$ cat config.mk
export PLATFORM = sky130hd
export DESIGN_NAME = gate_tester_flat
export DESIGN_NICKNAME = d
export VERILOG_FILES = /design/src/rtl/gate_tester_if.sv /design/src/rtl/gate_tester.sv /design/src/flat_wrapper.sv
export SDC_FILE = /design/constraint.sdc
export NUM_CORES = 1
export LEC_CHECK = 0
export BUFFER_PORTS_ARGS = -buffer_cell sky130_fd_sc_hd__buf_4
export CAP_MARGIN = 20
export CORE_AREA = 3 3 61 63
export CTS_BUF_LIST = sky130_fd_sc_hd__clkbuf_4 sky130_fd_sc_hd__clkbuf_8 sky130_fd_sc_hd__clkbuf_16
export CTS_CLUSTER_SIZE = 12
export DETAILED_ROUTE_END_ITERATION = 8
export DIE_AREA = 0 0 64 66
export GPL_TIMING_DRIVEN = 0
export PLACE_DENSITY = 0.73
export SLEW_MARGIN = 20
export SYNTH_ARGS = -nofsm -noshare
export SYNTH_HDL_FRONTEND = slang
export SYNTH_SLANG_ARGS = --single-unit
$ cat constraint.sdc
create_clock -name clk -period 1.93 [get_ports clk]
set_input_delay 0.0965 -clock clk [delete_from_list [all_inputs] [get_ports clk]]
set_output_delay 0.0965 -clock clk [all_outputs]
set_load 0.02 [all_outputs]
$ cat src/rtl/gate_tester_if.sv
// gate_tester_if: run control, stimulus, gate responses and result bundle
interface gate_tester_if;
  logic       start;
  logic       a;
  logic       b;
  logic       dut_and;
  logic       dut_not;
  logic       dut_or;
  logic       dut_xor;
  logic       dut_xnor;
  logic       dut_nand;
  logic       dut_nor;
  logic       busy;
  logic       done;
  logic       pass;
  logic [3:0] fail_vec;
  logic [6:0] err_gate;
  logic [2:0] err_count;
  modport master (
    input  start, dut_and, dut_not, dut_or, dut_xor, dut_xnor, dut_nand, dut_nor,
    output a, b, busy, done, pass, fail_vec, err_gate, err_count
  );
  modport slave (
    output start, dut_and, dut_not, dut_or, dut_xor, dut_xnor, dut_nand, dut_nor,
    input  a, b, busy, done, pass, fail_vec, err_gate, err_count
  );
endinterface

$ cat src/rtl/gate_tester.sv
// gate_tester: walks the 2-input truth table and checks seven gate responses
module gate_tester #(
  parameter int unsigned SETTLE = 2
) (
  input  logic          clk,
  input  logic          rst,
  gate_tester_if.master io
);
  typedef enum logic [2:0] {IDLE, DRIVE, WAIT, CHECK, DONE} state_t;
  state_t     state_q, state_d;
  logic [1:0] idx_q, idx_d;
  logic [3:0] cnt_q, cnt_d;
  logic       a_q, a_d, b_q, b_d, pass_q, pass_d;
  logic [3:0] fail_vec_q, fail_vec_d;
  logic [6:0] err_gate_q, err_gate_d, exp_w, obs_w, mis_w;
  logic [2:0] err_count_q, err_count_d;
  assign exp_w = {idx_q[1] & idx_q[0], ~idx_q[1], idx_q[1] | idx_q[0], idx_q[1] ^ idx_q[0],
                  ~(idx_q[1] ^ idx_q[0]), ~(idx_q[1] & idx_q[0]), ~(idx_q[1] | idx_q[0])};
  assign obs_w = {io.dut_and, io.dut_not, io.dut_or, io.dut_xor, io.dut_xnor, io.dut_nand, io.dut_nor};
  assign mis_w = obs_w ^ exp_w;
  // a/b are loaded on entry to DRIVE so the vector is visible for SETTLE+2 cycles up to CHECK
  always_comb begin
    state_d     = state_q;
    idx_d       = idx_q;
    cnt_d       = cnt_q;
    a_d         = a_q;
    b_d         = b_q;
    pass_d      = pass_q;
    fail_vec_d  = fail_vec_q;
    err_gate_d  = err_gate_q;
    err_count_d = err_count_q;
    case (state_q)
      IDLE: if (io.start) begin
        state_d     = DRIVE;
        idx_d       = 2'd0;
        a_d         = 1'b0;
        b_d         = 1'b0;
        pass_d      = 1'b0;
        fail_vec_d  = 4'd0;
        err_gate_d  = 7'd0;
        err_count_d = 3'd0;
      end
      DRIVE: begin
        cnt_d   = 4'(SETTLE);
        state_d = WAIT;
      end
      WAIT: begin
        cnt_d   = cnt_q - 4'd1;
        state_d = (cnt_q == 4'd1) ? CHECK : WAIT;
      end
      CHECK: begin
        if (|mis_w) begin
          fail_vec_d[idx_q] = 1'b1;
          err_gate_d        = err_gate_q | mis_w;
          err_count_d       = err_count_q + 3'd1;
        end
        if (idx_q == 2'd3) begin
          state_d = DONE;
          a_d     = 1'b0;
          b_d     = 1'b0;
          pass_d  = (fail_vec_d == 4'd0);
        end else begin
          state_d    = DRIVE;
          idx_d      = idx_q + 2'd1;
          {a_d, b_d} = idx_q + 2'd1;
        end
      end
      default: state_d = IDLE;
    endcase
  end
  always_ff @(posedge clk) begin
    if (rst) begin
      state_q     <= IDLE;
      idx_q       <= 2'd0;
      cnt_q       <= 4'd0;
      a_q         <= 1'b0;
      b_q         <= 1'b0;
      pass_q      <= 1'b0;
      fail_vec_q  <= 4'd0;
      err_gate_q  <= 7'd0;
      err_count_q <= 3'd0;
    end else begin
      state_q     <= state_d;
      idx_q       <= idx_d;
      cnt_q       <= cnt_d;
      a_q         <= a_d;
      b_q         <= b_d;
      pass_q      <= pass_d;
      fail_vec_q  <= fail_vec_d;
      err_gate_q  <= err_gate_d;
      err_count_q <= err_count_d;
    end
  end
  assign io.a         = a_q;
  assign io.b         = b_q;
  assign io.busy      = (state_q == DRIVE) || (state_q == WAIT) || (state_q == CHECK);
  assign io.done      = (state_q == DONE);
  assign io.pass      = pass_q;
  assign io.fail_vec  = fail_vec_q;
  assign io.err_gate  = err_gate_q;
  assign io.err_count = err_count_q;
endmodule

$ cat src/flat_wrapper.sv
// flat-port wrapper written by rule: the top's interface ports become plain ports
module gate_tester_flat 
#(
  parameter int unsigned SETTLE = 2
)
  (clk, rst, io_start, io_dut_and, io_dut_not, io_dut_or, io_dut_xor, io_dut_xnor, io_dut_nand, io_dut_nor, io_a, io_b, io_busy, io_done, io_pass, io_fail_vec, io_err_gate, io_err_count);
  gate_tester_if io_i ();
  input  logic clk;
  input  logic rst;
  input wire logic [$bits(io_i.start)-1:0] io_start;
  input wire logic [$bits(io_i.dut_and)-1:0] io_dut_and;
  input wire logic [$bits(io_i.dut_not)-1:0] io_dut_not;
  input wire logic [$bits(io_i.dut_or)-1:0] io_dut_or;
  input wire logic [$bits(io_i.dut_xor)-1:0] io_dut_xor;
  input wire logic [$bits(io_i.dut_xnor)-1:0] io_dut_xnor;
  input wire logic [$bits(io_i.dut_nand)-1:0] io_dut_nand;
  input wire logic [$bits(io_i.dut_nor)-1:0] io_dut_nor;
  output wire logic [$bits(io_i.a)-1:0] io_a;
  output wire logic [$bits(io_i.b)-1:0] io_b;
  output wire logic [$bits(io_i.busy)-1:0] io_busy;
  output wire logic [$bits(io_i.done)-1:0] io_done;
  output wire logic [$bits(io_i.pass)-1:0] io_pass;
  output wire logic [$bits(io_i.fail_vec)-1:0] io_fail_vec;
  output wire logic [$bits(io_i.err_gate)-1:0] io_err_gate;
  output wire logic [$bits(io_i.err_count)-1:0] io_err_count;
  assign io_i.start = io_start;
  assign io_i.dut_and = io_dut_and;
  assign io_i.dut_not = io_dut_not;
  assign io_i.dut_or = io_dut_or;
  assign io_i.dut_xor = io_dut_xor;
  assign io_i.dut_xnor = io_dut_xnor;
  assign io_i.dut_nand = io_dut_nand;
  assign io_i.dut_nor = io_dut_nor;
  assign io_a = io_i.a;
  assign io_b = io_i.b;
  assign io_busy = io_i.busy;
  assign io_done = io_i.done;
  assign io_pass = io_i.pass;
  assign io_fail_vec = io_i.fail_vec;
  assign io_err_gate = io_i.err_gate;
  assign io_err_count = io_i.err_count;
  gate_tester #(.SETTLE(SETTLE)) u_core (.clk(clk), .rst(rst), .io(io_i));
endmodule
======== After elaboration in Yosys (flattened, before gate mapping) ========
Cells that the tools add are included.
operators by class
  add/subtract/negate cells ............... 3
  order comparisons ....................... 2
  eq/ne operators ......................... 10
  muxes and demuxes ....................... 27
  bitwise logic cells ..................... 10
  reductions and logical operators ........ 12
operators with widths
  kind                   count
  $pmux W4 S2            2
  $mux W7                2
  $pmux W7 S2            1
  $mux W3                4
  $mux W4                3
  $pmux W3 S4            1
  $reduce_and A3 Y1      3
  $or A7 B7 Y7           1
  $reduce_or A7 Y1       1
  $xor A7 B7 Y7          1
  $eq A3 B2 Y1 const B   2
  $mux W1                6
  $pmux W1 S2            3
  $pmux W3 S2            1
  $eq A4 B1 Y1 const B   1
  $logic_not A4 Y1       1
  $mux W2                2
  $ne A2 B1 Y1 const B   2
  $ne A2 B2 Y1 const B   2
  $not A1 Y1             4
  $or A4 B4 Y4           1
  $pmux W2 S2            1
  $reduce_bool A2 Y1     2
  $sub A4 B1 Y4 const B  1
  15 further kinds       16
word-level totals
  bits in registers ....................... 26
  word-level logic and storage cells ...... 73

======== Longest topological paths before layout ========
  depth after elaboration ................. 10
  depth in mapped cells ................... 6
  mapped depth without buffers ............ 6

======== Least setup slack after synthesis ========
No wires, ideal clock.
  kind .................................... reg-to-reg
  start point ............................. register u_core.idx_q[1]
  end point ............................... register u_core.err_count_q[1], in the netlist u_core.io.err_count[1]
  setup time .............................. 0.072 ns
  data arrival time ....................... 1.609 ns
  required time ........................... 1.858 ns
  setup slack ............................. 0.249 ns
  stages on the path, launching flop included .. 7
  buffers on the path ..................... 0
  clock period less this slack ............ 1.681 ns
  cell sequence ........................... dfxtp_1 -> inv_1 -> ha_1 -> and3b_1 -> o22a_1 -> a21oi_2 -> mux2i_1
on the way
  longest elaborated chain between the ends .. 6
RTL lines
  element                                     line                                  text
  from (decl)                                 gate_tester.sv:11                     logic [1:0] idx_q, idx_d;
  from (signal assigned)                      gate_tester.sv:84                     idx_q <= idx_d;
  $or A1 B1 Y1, or another cell as far along  gate_tester.sv:17, gate_tester.sv:18
  $not A1 Y1                                  gate_tester.sv:18                     ~(idx_q[1] ^ idx_q[0]), ~(idx_q[1] & idx_q[0]), ~(idx_q[1] | idx_q[0])};
  $xor A7 B7 Y7 (*)                           gate_tester.sv:20                     assign mis_w = obs_w ^ exp_w;
  $reduce_or A7 Y1 (*)                        gate_tester.sv:52                     if (|mis_w) begin
  $ne A2 B1 Y1 (no line) (*)                  --
  $reduce_and A3 Y1 (no line) (*)             --
  to (signal assigned)                        gate_tester.sv:91                     err_count_q <= err_count_d;
  to (decl)                                   gate_tester.sv:16                     logic [2:0] err_count_q, err_count_d;
Mark *: on every way between the ends. The rest lies on a longest branch, timed or not.
A chain may end at the register's enable or synchronous reset.

======== Worst setup path after layout ========
  start point ............................. register u_core.idx_q[0]
  end point ............................... register u_core.err_count_q[1], in the netlist u_core.io.err_count[1]
The elaborated chain is that of the path after synthesis.

==> run metrics <==
outcome complete, no violations; layout cells sized above 1 0.241; CP max stage cell dfxtp_2; Avg Inst Size Synth 8.63 um^2; Final HPWL DP 2130 um; TritonCTS Buffers 3; Final setup viols 0; initial antenna violation count 0; Worst-path clk slew 140 ps; Max transition margin 0.702; Pwr Density 636 nW/um^2; Crit. End Element register; Top Metal Used met4; clk_lat worst skew 320 ps; minimum clock period 1780 ps; Peak supply drop 0.261 mV; Worst Path Arrival 2050 ps; Worst Tran Pin Value 446 ps; Pleak 0.704 nW; GRT Total Usage 0.148; Startpoint Class register; DR WL met3 118 um; Max Cap Violations 0; DR WL/cell 12.1 um; vias 1171; Core Rows 21; placed inst area 1640 um^2; Slew Viols, Final 0; DRT antenna net count 0; diode count 0; synthesis-stage register bit count 26; Root Buffer clkbuf_4; die area 4220 um^2; largest net degree at the start of global routing 15; CP max stage delay 380 ps; Synth Instances 160; crit share post-route 0.921; CP Class register to register; clk_skew 1.23 ps; Filler cells 319; routed vias/inst 4.94; synth warn 0; H-tree levels 1; synthesis-to-finish area growth 22.6%; Max FO, Critical Path 5; clk buf depth 2; Seq/Total Area, Yosys 0.377; final instance area 1690 um^2; TNS Setup 0 ps; final wirelength 2860 um; GPL Wtd Cong 0.770; routed wl met2 1310 um; Hold Violations, Final 0; io pins 29; Nets 209; core box area 3280 um^2; Yosys cell types 36; CTS tree built; WHS 117 ps; Post-Syn Nets 177; initial core utilization 0.421; I/O Buffers 27; first-pass GRT wire length 4970 um; total grt overflow 0; critical path, cell by cell inv_1 -> ha_1 -> and3b_1 -> o22a_1 -> a21oi_4 -> mux2i_1; WL met1 1400 um; Initial DRC Count 76; drt drc 0; clk sink count 26; fmax 0.562 GHz; Data required, critical path 2200 ps; Reg area 523 um^2; cell area after synthesis 1380 um^2; area of the multi-input gates 801 um^2; vias in the first global route 1158; hold crit path type input pin to register; Die Span X 64 um; die height 66 um; First-pass DRT Iterations 4; RSZ-0062 raised after global routing no
[per-stage QoR]
step	utilization	total power [mW]	setup slack [ps]	cells
after detailed placement	0.500	0.809	73.6	233
final	0.515	1.08	152	237
after CTS	0.511	1.09	31.0	237
after global routing	0.515	1.15	28.9	237
after floorplan	-	0.748	249	160
after global placement	0.500	0.807	72.7	233
[report_power, final]
part | internal (mW) | switching (mW)
sequential | 0.556 | 0.0151
combinational | 0.104 | 0.123
clock | 0.115 | 0.163
[layout make-up]
class | instances | share of cell area
multi-input cells | 118 | 0.473
flip-flops and latches | 26 | 0.309
repair buffers | 27 | 0.120
well taps | 46 | 0.0340
plain buffers | 10 | 0.0296
clock buffers | 4 | 0.0214
inverters | 6 | 0.0133
[state kept, by name, summed over array words and instances, names as in the netlist]
| signal | count |
|---|---|
| u_core.io.err_gate | 7 |
| u_core.cnt_q | 4 |
| u_core.io.fail_vec | 4 |
| u_core.io.err_count | 3 |
| u_core.state_q | 3 |
| u_core.idx_q | 2 |
| u_core.io.a | 1 |
| u_core.io.b | 1 |
| u_core.io.pass | 1 |
[synthesized netlist by cell type]
cell type  instances  area share
nor3_1             9       0.033
or4_1              1      0.0054
xnor2_1            5       0.032
o22a_1             1      0.0063
nand3b_1           3       0.016
and2_1             5       0.023
a21oi_4            1       0.012
a31oi_1            1      0.0045
nand2b_1           2      0.0091
a22o_1             4       0.025
a21o_1             3       0.016
nand2_1            7       0.019
nor3b_1            3       0.016
dfxtp_1           26        0.38
nand3_1            2      0.0072
ha_1               7       0.063
a31oi_2            1      0.0091
a31o_2             1      0.0063
a21oi_2            1      0.0063
a21oi_1           18       0.065
o21ai_0            5       0.018
nor4b_1            1      0.0063
o22ai_1            2      0.0091
buf_2              4       0.014
o21ba_2            1      0.0072
mux2i_1            5       0.036
o211ai_1           1      0.0054
o21a_1             1      0.0054
inv_1              6       0.016
buf_6              1      0.0082
clkbuf_1           5       0.014
nor2_1            18       0.049
nor2b_1            1      0.0045
or3b_4             2       0.016
and3b_1            3       0.019
xor2_1             3       0.019
[layout by cell type, fill, tap and decap left out, types with 3 or more instances in the layout]
| master | instances |
|---|---|
| a21oi_1 | 18 |
| xor2_1 | 3 |
| nand2_1 | 7 |
| and3b_1 | 3 |
| clkbuf_4 | 3 |
| and2_1 | 5 |
| buf_4 | 27 |
| a21o_1 | 3 |
| clkbuf_1 | 5 |
| nor3_1 | 9 |
| mux2i_1 | 5 |
| nand3b_1 | 3 |
| xnor2_1 | 5 |
| inv_1 | 6 |
| nor2_1 | 18 |
| buf_2 | 4 |
| o21ai_0 | 5 |
| a22o_1 | 4 |
| dfxtp_1 | 24 |
| ha_1 | 7 |
[metal layers]
layer | vias up | track usage
li1 | 614 | -
met3 | 4 | 0.0306
met5 | - | 0
met4 | 0 | 0.0485
met2 | 24 | 0.253
met1 | 529 | 0.185
[path summary, 6_finish.rpt]
kind | startpoint | to | slack [ps] | cells past startpoint
hold reg to reg | u_core.io.pass | u_core.io.pass | 480 | 2
setup / recovery | u_core.idx_q[0] | u_core.io.err_count[1] | 150 | 6
setup reg to reg | u_core.idx_q[0] | u_core.io.err_count[1] | 150 | 6
hold / removal | rst | u_core.cnt_q[0] | 120 | 2
[worst max-delay path, delay by kind of cell (launching register included)]
family / cells / cell delay, ps
AOI/OAI and AO/OA: 2 / 480
DFF: 1 / 380
adders and majority gates: 1 / 380
and+or+nand+nor: 1 / 220
muxes: 1 / 190
buffers and inverters: 1 / 80
[logic make-up after synthesis]
| logic type | synth area share |
|---|---|
| AO/OA/AOI/OAI | 0.197 |
| XOR/XNOR | 0.0507 |
| adder cells (fa/ha/maj) | 0.0634 |
| buffers and inverters | 0.0525 |
| flip-flops | 0.377 |
| multiplexers | 0.0362 |
| AND/OR/NAND/NOR | 0.224 |
[timing repair]
action,4_1_cts,5_1_grt
setup buffers,0,0
resized for setup,0,4
hold buffers,0,0
setup endpoints to repair,0,7
Power figures use the tool's default switching activity.
